`config.mk`:
```
export PLATFORM = sky130hd
export DESIGN_NAME = char_feeder
export DESIGN_NICKNAME = d
export VERILOG_FILES = /design/src/rtl/char_feeder.sv
export SDC_FILE = /design/constraint.sdc
export NUM_CORES = 1
export LEC_CHECK = 0
export CAP_MARGIN = 20
export CORE_UTILIZATION = 57
export DETAILED_ROUTE_END_ITERATION = 10
export DONT_BUFFER_PORTS = 1
export GPL_TIMING_DRIVEN = 0
export PLACE_DENSITY = 0.78
export SKIP_LAST_GASP = 1
export SLEW_MARGIN = 30
export SYNTH_ARGS = -nofsm -noshare
export SYNTH_HDL_FRONTEND = slang
export SYNTH_SLANG_ARGS = --single-unit
```
`constraint.sdc`:
```
create_clock -name clk -period 3.36 [get_ports clk]
set_clock_uncertainty 0.05 [all_clocks]
set_input_delay 0.672 -clock clk [delete_from_list [all_inputs] [get_ports clk]]
set_output_delay 0.672 -clock clk [all_outputs]
set_load 0.02 [all_outputs]
```
`src/rtl/char_feeder.sv`:
```
// char_feeder: buffers host-written strings and streams them one byte per handshake
// to a char-class matcher, reporting per string whether and where it first matched.

module char_feeder_fifo #(
  parameter int DEPTH = 16,
  parameter int WIDTH = 9
) (
  input  logic             clk,
  input  logic             reset,
  input  logic             wr_en,
  input  logic [WIDTH-1:0] wr_data,
  input  logic             rd_en,
  output logic [WIDTH-1:0] rd_data,
  output logic             empty,
  output logic             full,
  output logic             overflow
);
  localparam int AW = $clog2(DEPTH);
  localparam int CW = AW + 1;

  logic [WIDTH-1:0] mem [DEPTH];
  logic [AW-1:0]    wr_ptr;
  logic [AW-1:0]    rd_ptr;
  logic [CW-1:0]    count;
  logic [CW-1:0]    count_next;
  logic             wr_ok;
  logic             rd_ok;

  // full is the registered flag, so a pop in the same cycle never rescues a write
  assign wr_ok   = wr_en && !full;
  assign rd_ok   = rd_en && !empty;
  assign empty   = (count == '0);
  assign rd_data = mem[rd_ptr];

  always_comb begin
    count_next = count;
    case ({wr_ok, rd_ok})
      2'b10:   count_next = count + CW'(1);
      2'b01:   count_next = count - CW'(1);
      default: count_next = count;
    endcase
  end

  // storage is cleared too so the head output reads zero after reset
  always_ff @(posedge clk) begin
    if (reset) begin
      for (int i = 0; i < DEPTH; i++) mem[i] <= '0;
      wr_ptr   <= '0;
      rd_ptr   <= '0;
      count    <= '0;
      full     <= 1'b0;
      overflow <= 1'b0;
    end else begin
      if (wr_ok) begin
        mem[wr_ptr] <= wr_data;
        wr_ptr      <= wr_ptr + AW'(1);
      end
      if (rd_ok) rd_ptr <= rd_ptr + AW'(1);
      count <= count_next;
      full  <= (count_next == CW'(DEPTH));
      if (wr_en && full) overflow <= 1'b1;
    end
  end
endmodule

module char_feeder #(
  parameter int DEPTH = 16,
  parameter int IDX_W = 8
) (
  input  logic             clk,
  input  logic             reset,
  input  logic             wr_en,
  input  logic [7:0]       wr_char,
  input  logic             wr_last,
  output logic             full,
  output logic             overflow,
  output logic [7:0]       out_char,
  output logic             out_last,
  output logic [IDX_W-1:0] out_index,
  output logic             out_valid,
  input  logic             out_ready,
  input  logic             match_valid,
  input  logic             match_in,
  output logic             result_valid,
  output logic             result_found,
  output logic [IDX_W-1:0] result_index
);
  // state  | meaning
  // IDLE   | no string in flight, index at 0, waiting for FIFO data
  // STREAM | presenting FIFO head; out_valid low while the FIFO is empty
  // WAIT   | last char sent; one cycle to catch its registered verdict
  // DONE   | publish the result and clear per-string state
  typedef enum logic [1:0] {IDLE, STREAM, WAIT, DONE} state_t;

  state_t           state;
  state_t           state_next;
  logic [8:0]       head;
  logic             fifo_empty;
  logic             xfer;
  logic             verdict;
  logic             found;
  logic [IDX_W-1:0] idx;
  logic [IDX_W-1:0] last_idx;
  logic [IDX_W-1:0] found_idx;

  char_feeder_fifo #(.DEPTH(DEPTH), .WIDTH(9)) u_fifo (
    .clk      (clk),
    .reset    (reset),
    .wr_en    (wr_en),
    .wr_data  ({wr_last, wr_char}),
    .rd_en    (xfer),
    .rd_data  (head),
    .empty    (fifo_empty),
    .full     (full),
    .overflow (overflow)
  );

  assign out_char  = head[7:0];
  assign out_last  = head[8];
  assign out_index = idx;
  assign xfer      = out_valid && out_ready;
  assign verdict   = match_valid && (state == STREAM || state == WAIT);

  always_comb begin
    state_next = state;
    out_valid  = 1'b0;
    case (state)
      IDLE: begin
        if (!fifo_empty) state_next = STREAM;
      end
      STREAM: begin
        out_valid = !fifo_empty;
        if (!fifo_empty && out_ready && head[8]) state_next = WAIT;
      end
      WAIT:    state_next = DONE;
      DONE:    state_next = IDLE;
      default: state_next = IDLE;
    endcase
  end

  always_ff @(posedge clk) begin
    if (reset) begin
      state        <= IDLE;
      idx          <= '0;
      last_idx     <= '0;
      found        <= 1'b0;
      found_idx    <= '0;
      result_valid <= 1'b0;
      result_found <= 1'b0;
      result_index <= '0;
    end else begin
      state        <= state_next;
      result_valid <= 1'b0;
      if (xfer) begin
        last_idx <= idx;
        idx      <= idx + IDX_W'(1);
      end
      // verdict always refers to the char accepted one cycle earlier
      if (verdict && match_in && !found) begin
        found     <= 1'b1;
        found_idx <= last_idx;
      end
      if (state == DONE) begin
        result_valid <= 1'b1;
        result_found <= found;
        result_index <= found_idx;
        found        <= 1'b0;
        found_idx    <= '0;
        idx          <= '0;
      end
    end
  end
endmodule

```
==> flow_summary.ini, run 1 <==
[outcome]
status = finished, final reports clean

[worst_setup_path]
crit_type = reg -> out
reg2reg_slack_ns = 0.18
cp_common_cell = mux4_2
critPathMaxStageDelay_ns = 0.60
path_delay_family = multiplexers
start_kind = flip-flop
critPathCaptureType = output port
ff2ff_path_depth = 13
crit_path_max_fanout = 10
crit_slowest_cell = mux4_2
crit_cells = 4
cp.arrival_ns = 2.59
cp_cell_sequence = clkbuf_1, clkbuf_2, mux4_2, mux4_2
required_ns = 2.64
path_buf_inv = 2

[finish]
nNetsFinal = 715
antennaDiodeCount = 0
area_delta_synth_final_pct = 10.3
final_cells = 910
n_fill_cell = 1102
drive_gt1_share_pct = 17.2

[clock_tree]
clk_path_buf_depth = 2
cts_tree = done
cts_buffers = 17
clock_latency_ns = 0.43
clk_pin_slew_ns = 0.07
htree_levels = 4
root_buffer = clkbuf_16
cts_sinks = 200
cts_hold_buf = 0

[drt]
first_iter_violations = 463
ant_nets = 0
drtPass1Iterations = 5
wl_um = 18800
route.detailed.drc = 0
num_vias = 5314
drt-wirelength-per-cell_um = 20.6
viasPerCell = 5.84

[synthesis]
ys.flop_type = edfxtp_1
netlist_area_mm2 = 0.00895
seq_area_frac_synth_pct = 60.8
synth_edf_count = 144
ys_types = 44
synth.top_cell.area_share_pct = 48.3
synth_largest_area_cell = edfxtp_1
ys_seq_elements = 200
ys_async_sr_fraction_pct = 0
synth_fp_nets = 696
yosys_warnings = 0
synth_area_leaders = edfxtp_1 (48%), dfxtp_1 (13%), mux4_2 (11%), and2_1 (10%), nand2_1 (2.0%)
synth_area_per_cell_um2 = 13.4
yosys-top-cells-count = and2_1 (144), edfxtp_1 (144), dfxtp_1 (56), nand2_1 (47), nor2_1 (46)
synthCells = 667

[place]
dp_cells = 878
place_ws_ns = -0.117
dp_hpwl_um = 13300
finalWeightedCongestion = 0.843
io_buffers = 0

[timing]
fmax_ghz = 0.302
setup_ws_ns = 0.0507
relSlewSlack_pct = 48.9
final_max_slew_viol_count = 0
setup_viol = 0
tightest_slew_ns = 0.764
fin_crit_ns = 3.31
finalHoldViolations = 0
rsz0062_at_grt = no
finalCritPeriodShare_pct = 98.5

[pwr]
irDropWorstVdd_v = 0.000365
power_density_mw_per_mm2 = 561
leakage_uw = 0.00354

[grt]
grt_pass1_wl_um = 29700
overflow = 0
grt_usage_pct = 25.0
grt_pass1_vias = 5485
antenna_found_initial = 0
grt_max_degree = 18

[floorplanning]
die_area_mm2 = 0.0162
core_mm2 = 0.0153
die_w_um = 127
start_util_pct = 58.7
row_count = 45
num_io_pins = 45
die_y_um = 127

[hold_path]
holdPathStages = 2
hp-class = in -> reg

[job]
drv_cap = 0
-- cell type report --
type | count | area [um^2] | share of cell area, %
buffer | 34 | 165 | 1.67
timing repair buffer | 1 | 7.51 | 0.0760
multi-input combinational | 422 | 3350 | 33.9
tap | 211 | 264 | 2.67
clock inverter | 12 | 114 | 1.15
inverter | 10 | 40.0 | 0.405
sequential | 200 | 5450 | 55.1
clock buffer | 20 | 489 | 4.95
-- final timing paths --
path / startpoint / endpoint
worst max-delay path: flip-flop / out_char[1]
worst min-delay path: wr_en / u_fifo.overflow$_SDFFE_PP0P_
worst max register to register: u_fifo.count[1]$_SDFF_PP0_ / u_fifo.full$_SDFF_PP0_
worst min register to register: found_idx[1]$_SDFFE_PP0P_ / found_idx[1]$_SDFFE_PP0P_
-- through the flow --
step	utilization (%)	setup TNS [ns]	area [um^2]	power, uW	hold slack, ns
after floorplan	-	0	8950	3350	0.382
after global placement	60.4	-0.112	9220	3480	0.402
after detailed placement	60.4	-0.143	9220	3520	0.399
after CTS	64.6	0	9860	5560	0.354
after global routing	64.7	0	9880	5700	0.363
final	64.7	0	9880	5540	0.358
-- layer usage --
layer  vias to the layer above  wire length [um]  GRT usage [%]
met5                         -                 0              0
met4                         0               547           10.9
met3                        40               984           5.40
met2                       172              9760           43.6
met1                      2695              7500           30.0
li1                       2407                 -              -
-- layout by cell type (no fill, tap or decap), types with 2 or more instances in the layout --
master     count
or3_1          2
dfxtp_1       55
inv_6          2
a21boi_0       2
inv_1          9
nand2b_1       3
or2_2         18
buf_4          4
mux2_2         2
buf_6          2
nand2_1       47
edfxtp_1     144
nand3b_1       2
o21ai_0        5
inv_4          4
clkbuf_1      22
nand4_1        4
nand3_1        5
clkbuf_16     19
xnor2_1        7
nor3_1         3
nor2_1        46
nor2b_1        4
clkbuf_2       3
clkinv_4       3
nor3_2         4
bufinv_8       2
xor2_1        10
mux2i_1       15
buf_2          3
and2_1       144
a21oi_1       25
mux4_2        44
ha_1          14
-- logic make-up after synthesis --
kind of cell    after synthesis  share of synthesized area (%)
compound gates               40                           2.70
flops                       200                           60.8
xor+xnor                     17                           1.66
buf+inv                      45                           2.19
fa+ha+maj                    14                           1.96
mux                          61                           13.0
simple gates                290                           17.7
-- timing repair --
item,CTS,global route
pin swaps,1,1
buffers inserted,1,0
gates cloned,0,0
gates resized for setup,8,4
setup endpoints to repair,10,9
-- sequential cells by signal (all words and copies together), names as in the netlist, named ones only --
name and count:
found_idx 8, u_fifo.rd_ptr 4, found 1, result_found 1
u_fifo.mem 144, out_index 8, last_idx 8, state 2
u_fifo.wr_ptr 4, u_fifo.full 1, result_valid 1, u_fifo.overflow 1
u_fifo.count 5, result_index 8
-- report_power, final --
part	internal (uW)	total, uW	switching, uW
Combinational	291	678	387
Sequential	2740	2800	64.5
Clock	1140	2060	917
Total	4170	5540	1370
-- worst reg2reg max path, cell delays in order (launching register included) --
cell      delay, ns
dfxtp_1        0.31
buf_6          0.13
or4_4          0.53
o211ai_4       0.24
inv_4          0.13
ha_1           0.20
buf_4          0.16
xor2_1         0.16
ha_1           0.22
nor2b_1        0.14
o32a_1         0.30
a31oi_2        0.15
xnor2_1        0.12
nor4bb_2       0.27
(Power assumes the default switching activity.)
==> inputs of run 2 (changes only) <==
--- a/config.mk
+++ b/config.mk
@@ -6,11 +6,11 @@
 export NUM_CORES = 1
 export LEC_CHECK = 0
 export CAP_MARGIN = 20
-export CORE_UTILIZATION = 57
+export CORE_UTILIZATION = 35
 export DETAILED_ROUTE_END_ITERATION = 10
 export DONT_BUFFER_PORTS = 1
 export GPL_TIMING_DRIVEN = 0
-export PLACE_DENSITY = 0.78
+export PLACE_DENSITY = 0.54
 export SKIP_LAST_GASP = 1
 export SLEW_MARGIN = 30
 export SYNTH_ARGS = -nofsm -noshare
==> flow_summary.ini, run 2 (synthesized netlist as in run 1, its figures left out) <==
[finish]
area_delta_synth_final_pct = 11.5
nNetsFinal = 714
largest_reg_flops = 144
antennaDiodeCount = 0
drive_gt1_share_pct = 16.9
final_cell_mix = and2_1 (144), edfxtp_1 (144), dfxtp_1 (55)
final_cells = 1027
top_register = u_fifo.mem
n_fill_cell = 2394
final_core_util_pct = 39.8

[worst_setup_path]
critPathMaxStageDelay_ns = 0.60
crit_path_max_fanout = 10
critPathCaptureType = output port
crit_slowest_cell = mux4_2
required_ns = 2.64
crit_type = reg -> out
start_kind = flip-flop
cp.arrival_ns = 2.50
path_buf_inv = 2
cp_common_cell = mux4_2
path_delay_family = multiplexers
rr_startpoint = u_fifo.count[1]$_SDFF_PP0_
cp_cell_sequence = buf_2, buf_4, mux4_2, mux4_2

[pwr]
power_density_mw_per_mm2 = 548
seqPwrFrac_pct = 51.3
p_int_uw = 4010
p_comb_share_pct = 12.8
switchingPower_uw = 1450
leakage_uw = 0.00350
power_frac_clock_pct = 35.9
sw_frac_of_total_pct = 26.6
irDropWorstVdd_v = 0.000265

[timing]
tns_ns = 0
tightest_slew_ns = 0.791
fmax_ghz = 0.310
relSlewSlack_pct = 47.1
holdWs_ns = 0.334
final_max_slew_viol_count = 0
finalCritPeriodShare_pct = 96.0
finalHoldViolations = 0
setup_viol = 0
rsz0062_at_grt = no
fin_crit_ns = 3.22

[clock_tree]
clk_path_buf_depth = 2
root_buffer = clkbuf_16
htree_levels = 4
cts_buffers = 17
cts_tree = done
clk_pin_slew_ns = 0.07
cts_sinks = 200
clock_latency_ns = 0.43

[place]
finalWeightedCongestion = 0.788
dp_hpwl_um = 14400
dp_cells = 997
io_buffers = 0

[grt]
grt_usage_pct = 16.6
antenna_found_initial = 0
grt_pass1_wl_um = 31700
overflow = 0
grt_pass1_vias = 5445
grt_max_degree = 20

[floorplanning]
die_area_mm2 = 0.0262
start_util_pct = 35.7
row_count = 58
die_y_um = 162
core_mm2 = 0.0251
num_io_pins = 45
die_w_um = 162

[drt]
first_iter_violations = 338
route.detailed.drc = 0
drt-wirelength-per-cell_um = 19.8
viasPerCell = 5.01
num_vias = 5150
wl_um = 20300
drtPass1Iterations = 5
ant_nets = 0

[hold_path]
hold_start = wr_en
hp-class = in -> reg

[job]
drv_cap = 0

[outcome]
status = finished, final reports clean
[run 2: cell count changes in the layout (fill, tap and decap cells not counted), moves of 2 or more]
| cell | before | now |
|---|---|---|
| inv_4 | 4 | 0 |
| clkinvlp_4 | 0 | 2 |
| inv_8 | 1 | 6 |
| clkinv_1 | 0 | 2 |
| clkbuf_16 | 19 | 17 |
| bufinv_8 | 2 | 0 |
| clkinv_4 | 3 | 1 |
[run 2: cell type report]
| type | instances | area, um^2 | share of cell area [%] |
|---|---|---|---|
| inverters | 10 | 42.5 | 0.426 |
| plain buffers | 33 | 161 | 1.62 |
| clock inverters | 14 | 133 | 1.33 |
| repair buffers | 1 | 7.51 | 0.0752 |
| multi-input cells | 422 | 3350 | 33.6 |
| well taps | 330 | 413 | 4.14 |
| clock buffers | 17 | 425 | 4.26 |
| flip-flops and latches | 200 | 5450 | 54.6 |
[run 2: metrics by stage]
| stage | setup WS, ns | cell area [um^2] | total power, uW |
|---|---|---|---|
| after detailed placement | -0.160 | 9390 | 3540 |
| after CTS | 0.0231 | 9970 | 5490 |
| final | 0.135 | 9980 | 5470 |
| after floorplan | 0.207 | 8950 | 3350 |
| after global placement | -0.159 | 9370 | 3520 |
| after global routing | 0.00479 | 9980 | 5670 |
[run 2: path summary, 6_finish.rpt]
check / end / slack [ns] / cells after the start
setup / recovery: out_char[3] / 0.14 / 4
hold / removal: u_fifo.overflow$_SDFFE_PP0P_ / 0.33 / 2
setup reg to reg: u_fifo.full$_SDFF_PP0_ / 0.17 / 13
hold reg to reg: last_idx[6]$_SDFFE_PP0N_ / 0.41 / 2
[run 2: power by group through the flow]
stage | sequential [uW] | clock (uW) | combinational [uW]
final | 2800 | 1960 | 697
after global routing | 2820 | 2090 | 764
after CTS | 2800 | 1990 | 699
after detailed placement | 2860 | 0 | 684
after global placement | 2850 | 0 | 665
after floorplan | 2840 | 0 | 517
[run 2: worst register-to-register path, delay by kind of cell, from the launching register on]
kind / cells / cell delay, ns
buffers and inverters: 3 / 0.41
xor gates and xnor gates: 2 / 0.29
adders and majority gates: 2 / 0.40
AOI/OAI and AO/OA: 3 / 0.71
and+or+nand+nor: 3 / 0.95
DFF: 1 / 0.31
[run 2: timing repair]
action / CTS / global route
hold buffers: 0 / 0
cloned: 0 / 0
pin swaps: 1 / 2
buffers inserted: 1 / 0
endpoints found under the setup margin: 10 / 2
resized for setup: 8 / 6
[run 2: layer usage]
layer / share of wire, % / global-route usage, %
met1: 43 / 20.8
met2: 52 / 28.9
met4: 1.2 / 4.89
met3: 3.7 / 3.14
met5: 0 / 0
